[src/rtl/lut_access_ctrl.sv]
// Round-robin read arbiter sharing one single-port coefficient LUT among NUM_REQ readers.
// Define LUT_RELOAD_EN to build the DRAIN/RELOAD path that rewrites the whole table.
module lut_access_ctrl #(
  parameter int NUM_REQ    = 2,
  parameter int DATA_WIDTH = 32,
  parameter int DEPTH      = 3584,
  parameter int ADDR_WIDTH = 12
) (
  input  logic                          clk,
  input  logic                          rst_n,
  input  logic [NUM_REQ-1:0]            req_valid,
  input  logic [NUM_REQ*ADDR_WIDTH-1:0] req_addr,
  output logic [NUM_REQ-1:0]            req_ready,
  output logic [NUM_REQ-1:0]            rsp_valid,
  output logic [DATA_WIDTH-1:0]         rsp_data,
  input  logic                          reload_start,
  input  logic                          wr_valid,
  input  logic [DATA_WIDTH-1:0]         wr_data,
  output logic                          wr_ready,
  output logic                          reload_busy,
  output logic                          reload_done,
  output logic [ADDR_WIDTH-1:0]         lut_address,
  output logic [DATA_WIDTH-1:0]         lut_data,
  output logic                          lut_rden,
  output logic                          lut_wren,
  input  logic [DATA_WIDTH-1:0]         lut_q
);
  // state  | meaning
  // SERVE  | arbitrating reads onto the LUT
  // DRAIN  | waiting for in-flight reads to retire
  // RELOAD | writing reload words at wr_cnt
  localparam logic [1:0] ST_SERVE = 2'd0;
  localparam int IDX_W = (NUM_REQ > 1) ? $clog2(NUM_REQ) : 1;
  localparam logic [ADDR_WIDTH-1:0] LAST_ADDR = ADDR_WIDTH'(DEPTH - 1);

  logic [1:0]            state_q;
  logic                  serve_ok;
  logic [IDX_W-1:0]      rr_ptr_q, rr_ptr_d;
  logic [IDX_W-1:0]      rd_idx_q, rd_idx_d;
  logic [IDX_W-1:0]      grant_idx, cand;
  logic [NUM_REQ-1:0]    grant;
  logic                  grant_any;
  logic [NUM_REQ-1:0]    rsp_valid_q, rsp_valid_d;
  logic [ADDR_WIDTH-1:0] sel_addr, rd_addr;
  logic [ADDR_WIDTH-1:0] lut_address_q, lut_address_d;
  logic                  lut_rden_q;

  // Search starts at rr_ptr and wraps; the first valid requester wins.
  always_comb begin
    grant     = '0;
    grant_idx = '0;
    grant_any = 1'b0;
    sel_addr  = '0;
    cand      = '0;
    for (int k = 0; k < NUM_REQ; k++) begin
      cand = IDX_W'((int'(rr_ptr_q) + k) % NUM_REQ);
      if (serve_ok && !grant_any && req_valid[cand]) begin
        grant_any   = 1'b1;
        grant_idx   = cand;
        grant[cand] = 1'b1;
        sel_addr    = req_addr[int'(cand)*ADDR_WIDTH +: ADDR_WIDTH];
      end
    end
  end

  assign rd_addr = (32'(sel_addr) >= 32'(DEPTH)) ? LAST_ADDR : sel_addr;

  always_comb begin
    rr_ptr_d = rr_ptr_q;
    if (grant_any) begin
      rr_ptr_d = (grant_idx == IDX_W'(NUM_REQ - 1)) ? '0 : grant_idx + 1'b1;
    end
    rd_idx_d = grant_any ? grant_idx : rd_idx_q;
    rsp_valid_d = '0;
    if (lut_rden_q) begin
      rsp_valid_d[rd_idx_q] = 1'b1;
    end
  end

  always_ff @(posedge clk or negedge rst_n) begin
    if (!rst_n) begin
      rr_ptr_q      <= '0;
      rd_idx_q      <= '0;
      rsp_valid_q   <= '0;
      lut_rden_q    <= 1'b0;
      lut_address_q <= '0;
    end else begin
      rr_ptr_q      <= rr_ptr_d;
      rd_idx_q      <= rd_idx_d;
      rsp_valid_q   <= rsp_valid_d;
      lut_rden_q    <= grant_any;
      lut_address_q <= lut_address_d;
    end
  end

  assign req_ready   = grant;
  assign rsp_valid   = rsp_valid_q;
  assign rsp_data    = lut_q;
  assign lut_address = lut_address_q;
  assign lut_rden    = lut_rden_q;

`ifdef LUT_RELOAD_EN
  localparam logic [1:0] ST_DRAIN  = 2'd1;
  localparam logic [1:0] ST_RELOAD = 2'd2;

  logic [1:0]            state_d;
  logic [ADDR_WIDTH-1:0] wr_cnt_q, wr_cnt_d;
  logic [DATA_WIDTH-1:0] lut_data_q;
  logic                  lut_wren_q, reload_done_q;
  logic                  wr_acc, wr_last;

  assign wr_acc   = (state_q == ST_RELOAD) && wr_valid;
  assign wr_last  = (wr_cnt_q == LAST_ADDR);
  assign serve_ok = (state_q == ST_SERVE) && !reload_start;

  always_comb begin
    state_d = state_q;
    case (state_q)
      ST_SERVE:  if (reload_start) state_d = ST_DRAIN;
      ST_DRAIN:  if (!lut_rden_q && (rsp_valid_q == '0)) state_d = ST_RELOAD;
      ST_RELOAD: if (wr_acc && wr_last) state_d = ST_SERVE;
      default:   state_d = ST_SERVE;
    endcase
  end

  assign wr_cnt_d = wr_acc ? (wr_last ? '0 : wr_cnt_q + 1'b1) : wr_cnt_q;
  // Reads and writes never coincide: grants happen only in SERVE, writes only in RELOAD.
  assign lut_address_d = wr_acc ? wr_cnt_q : (grant_any ? rd_addr : lut_address_q);

  always_ff @(posedge clk or negedge rst_n) begin
    if (!rst_n) begin
      state_q       <= ST_SERVE;
      wr_cnt_q      <= '0;
      lut_data_q    <= '0;
      lut_wren_q    <= 1'b0;
      reload_done_q <= 1'b0;
    end else begin
      state_q       <= state_d;
      wr_cnt_q      <= wr_cnt_d;
      lut_wren_q    <= wr_acc;
      reload_done_q <= wr_acc && wr_last;
      if (wr_acc) lut_data_q <= wr_data;
    end
  end

  assign wr_ready    = (state_q == ST_RELOAD);
  assign reload_busy = (state_q != ST_SERVE);
  assign reload_done = reload_done_q;
  assign lut_wren    = lut_wren_q;
  assign lut_data    = lut_data_q;
`else
  logic unused_reload;

  assign state_q       = ST_SERVE;
  assign serve_ok      = (state_q == ST_SERVE);
  assign lut_address_d = grant_any ? rd_addr : lut_address_q;
  assign wr_ready      = 1'b0;
  assign reload_busy   = 1'b0;
  assign reload_done   = 1'b0;
  assign lut_wren      = 1'b0;
  assign lut_data      = '0;
  assign unused_reload = ^{reload_start, wr_valid, wr_data};
`endif

endmodule

[config.mk]
export PLATFORM = sky130hd
export DESIGN_NAME = lut_access_ctrl
export DESIGN_NICKNAME = d
export VERILOG_FILES = /design/src/rtl/lut_access_ctrl.sv
export SDC_FILE = /design/constraint.sdc
export NUM_CORES = 1
export LEC_CHECK = 0
export BUFFER_PORTS_ARGS = -buffer_cell sky130_fd_sc_hd__buf_2
export CAP_MARGIN = 20
export CORE_AREA = 2 2 70 72
export CTS_CLUSTER_SIZE = 12
export DETAILED_ROUTE_END_ITERATION = 8
export DIE_AREA = 0 0 72 74
export GPL_TIMING_DRIVEN = 0
export PLACE_DENSITY_LB_ADDON = 0.25
export SYNTH_ARGS = -nofsm -noshare
export SYNTH_HDL_FRONTEND = slang
export SYNTH_SLANG_ARGS = --single-unit
export TNS_END_PERCENT = 50
[constraint.sdc]
create_clock -name clk -period 1.6 [get_ports clk]
set_input_delay 0.08 -clock clk [delete_from_list [all_inputs] [get_ports clk]]
set_output_delay 0.08 -clock clk [all_outputs]
set_load 0.05 [all_outputs]
==> metrics.txt <==
outcome finished clean; worst flop-to-flop path startpoint rr_ptr_q; final count of pins violating max slew 0; CP endpoint kind primary output; Hold Slack 0.111 ns; Clock Skews between 0.006 and 0.007 ns; Fmax achieved approximately 0.66 GHz; count leader, synth buf_4; drt first-iter violations 33; Wirelength per Cell 10.1 um; htree depth 1; CTS tree built; synth top area cells buf_4, dfrtp_1, mux2_2; final setup margin around 0.090 ns; HPWL after DPL 2.58 mm; vias per cell 3.90; CTS root buffer clkbuf_8; initial antenna violation count 0; Post-CTS Setup Bufs 0; pwr dens about 890 nW/um^2; Post-route DRC 0; Skew-Pair Late Insertion Delay 0.25 ns; share of layout cells above drive strength 1 67.3%; die area between 5000 and 6000 sq um; hold path startpoint req_addr[1]; GRT Total Usage 10.5%; crit path capture req_ready[1]; top cell type's share of synthesized area a little under two fifths; # setup viols final 0; Cell Rows 25; Inserted Clock Buffers 3; # diodes 0; height of the die 74 um; Synth top cells by count buf_4, dfrtp_1; Sequential Power Share about 28%; Antenna Nets Post-Route 0; Yosys top cell by area buf_4; Startpoint Class flip-flop; syn_area_per_cell a little under 10 sq um; ys async rst share between 90% and 100%; routed wire length 3.19 mm; Setup CP Type reg -> out; Unique masters post-synth 22; post-route minimum period between 1.5 and 2 ns; global-route wire length before repair approximately 4.4 mm; synthesized instance count roughly 150; CTS Buffer Depth 2; total of max-cap violations 0; commonest register cell after synthesis dfrtp_1; FF-to-FF setup slack around 0.26 ns; vias in the first global route just over 1000; reg2reg end lut_address[4]; R2R cell count 4; pin count of the biggest net entering global routing 18; CP Max Fanout 10; IO Pins 179; final hold vios 0; leakage power around 1.2 nW; Hold Crit Class in -> reg; area grow syn2layout 45.3%; Yosys reg bits 17; Sink Count 17; Worst EP arrival between 1 and 1.5 ns; Initial Util between 30% and 40%; WP data required around 1.5 ns; grt ovf 0; Worst Setup SP rr_ptr_q; routed vias around 1200; Int Power around 0.00096 W; DRT Pass-1 Iters 4; Die X just over 70 um; pre-CTS WS between 0.2 and 0.3 ns; setup_tns 0 ns; sequential fraction of the synthesis area 30.1%; total core area approximately 4600 sq um; Post-Syn Area around 1400 sq um; Max VDD drop 249 uV; Clock transition at path regs about 0.070 ns; Psw ~0.00087 W; Total Power ~0.0018 W; gp weighted congestion between 0.6 and 0.7; Combinational Power Share a little over half; Clk pwr share about 17%; NumNets Final about 360; RSZ-0062 raised after global routing no; Synthesis Warnings 0; switching part of the total roughly 48%; number of synthesized flops with an enable pin 0; Buffers on Ports 76; post-route clock period utilization a little over nine tenths
## area by class of cell
type	instances	area [sq um]
well taps	54	67.6
repair buffers	77	393
flip-flops and latches	17	425
fillers	470	2550
inverters	3	11.3
multi-input cells	89	571
plain buffers	73	539
clock buffers	4	45.0
## routing by layer
metal	track usage, %	wire (um)	part of all wire (%)
met1	12.9	1200	38
met5	0	0	0
met2	18.5	1590	50
met3	2.03	368	12
met4	3.77	25	0.78
## cells by family (layout without fill, tap and decap cells)
logic type,after synthesis,after routing,share of synthesized area [%]
AOI/OAI and AO/OA,26,26,14.8
buffers and inverters,76,157,38.8
DFF,17,17,30.1
muxes,9,9,7.17
other,1,36,0.265
and+or+nand+nor,18,18,8.86
## repair_timing
action	in CTS	in global routing
hold buffers	1	0
gates resized for setup	0	3
hold endpoints to repair	17	0
endpoints found under the setup margin	0	1
## placed cells by master (no fill, tap or decap), types with 2 or more instances in the layout
master / synthesis / final
nor3b_1: 9 / 9
o22ai_1: 9 / 9
a21o_1: 2 / 2
conb_1: 1 / 36
inv_2: 2 / 2
nand2_1: 4 / 4
clkbuf_1: 1 / 2
buf_4: 69 / 70
a32o_2: 3 / 3
clkbuf_8: 0 / 3
dfrtp_1: 17 / 17
buf_2: 3 / 77
o21ai_2: 9 / 9
mux2_2: 9 / 9
## flip-flops by register name, indices dropped and copies added, names as in the netlist
name,cells
rd_idx_q,1
lut_rden,1
rr_ptr_q,1
rsp_valid,2
lut_address,12
## per-stage QoR
| stage | area, sq um | cells | util, % |
|---|---|---|---|
| 6_report | 2050 | 317 | 44.6 |
| 2_1_floorplan | 1540 | 182 | - |
| 3_5_place_dp | 1990 | 312 | 43.3 |
| 3_3_place_gp | 1990 | 312 | 43.3 |
| 5_1_grt | 2050 | 317 | 44.6 |
| 4_1_cts | 2050 | 317 | 44.5 |
## worst min path at each step
stage / slack, ns / cells after the start / endpoint
floorplan: -0.22 / 0 / lut_address[0]
global placement: 0.04 / 1 / lut_address[6]
detailed placement: 0.04 / 1 / lut_address[6]
CTS: 0.11 / 3 / lut_address[1]
global route: 0.12 / 3 / lut_address[1]
finish: 0.11 / 3 / lut_address[1]
## power by group through the flow
stage | logic, W | registers [W] | clock network (W)
after detailed placement | 0.000999 | 0.000521 | 0
final | 0.00100 | 0.000512 | 0.000315
after CTS | 0.00100 | 0.000513 | 0.000329
after floorplan | 0.000647 | 0.000701 | 0
after global routing | 0.00105 | 0.000519 | 0.000352
after global placement | 0.000996 | 0.000520 | 0
## critical path, cell delays in order (launching register included)
cell      delay, ns
dfrtp_1        0.41
nand2b_1       0.22
nand2_1        0.12
buf_4          0.19
inv_2          0.04
clkbuf_4       0.20
(Power assumes the default switching activity.)
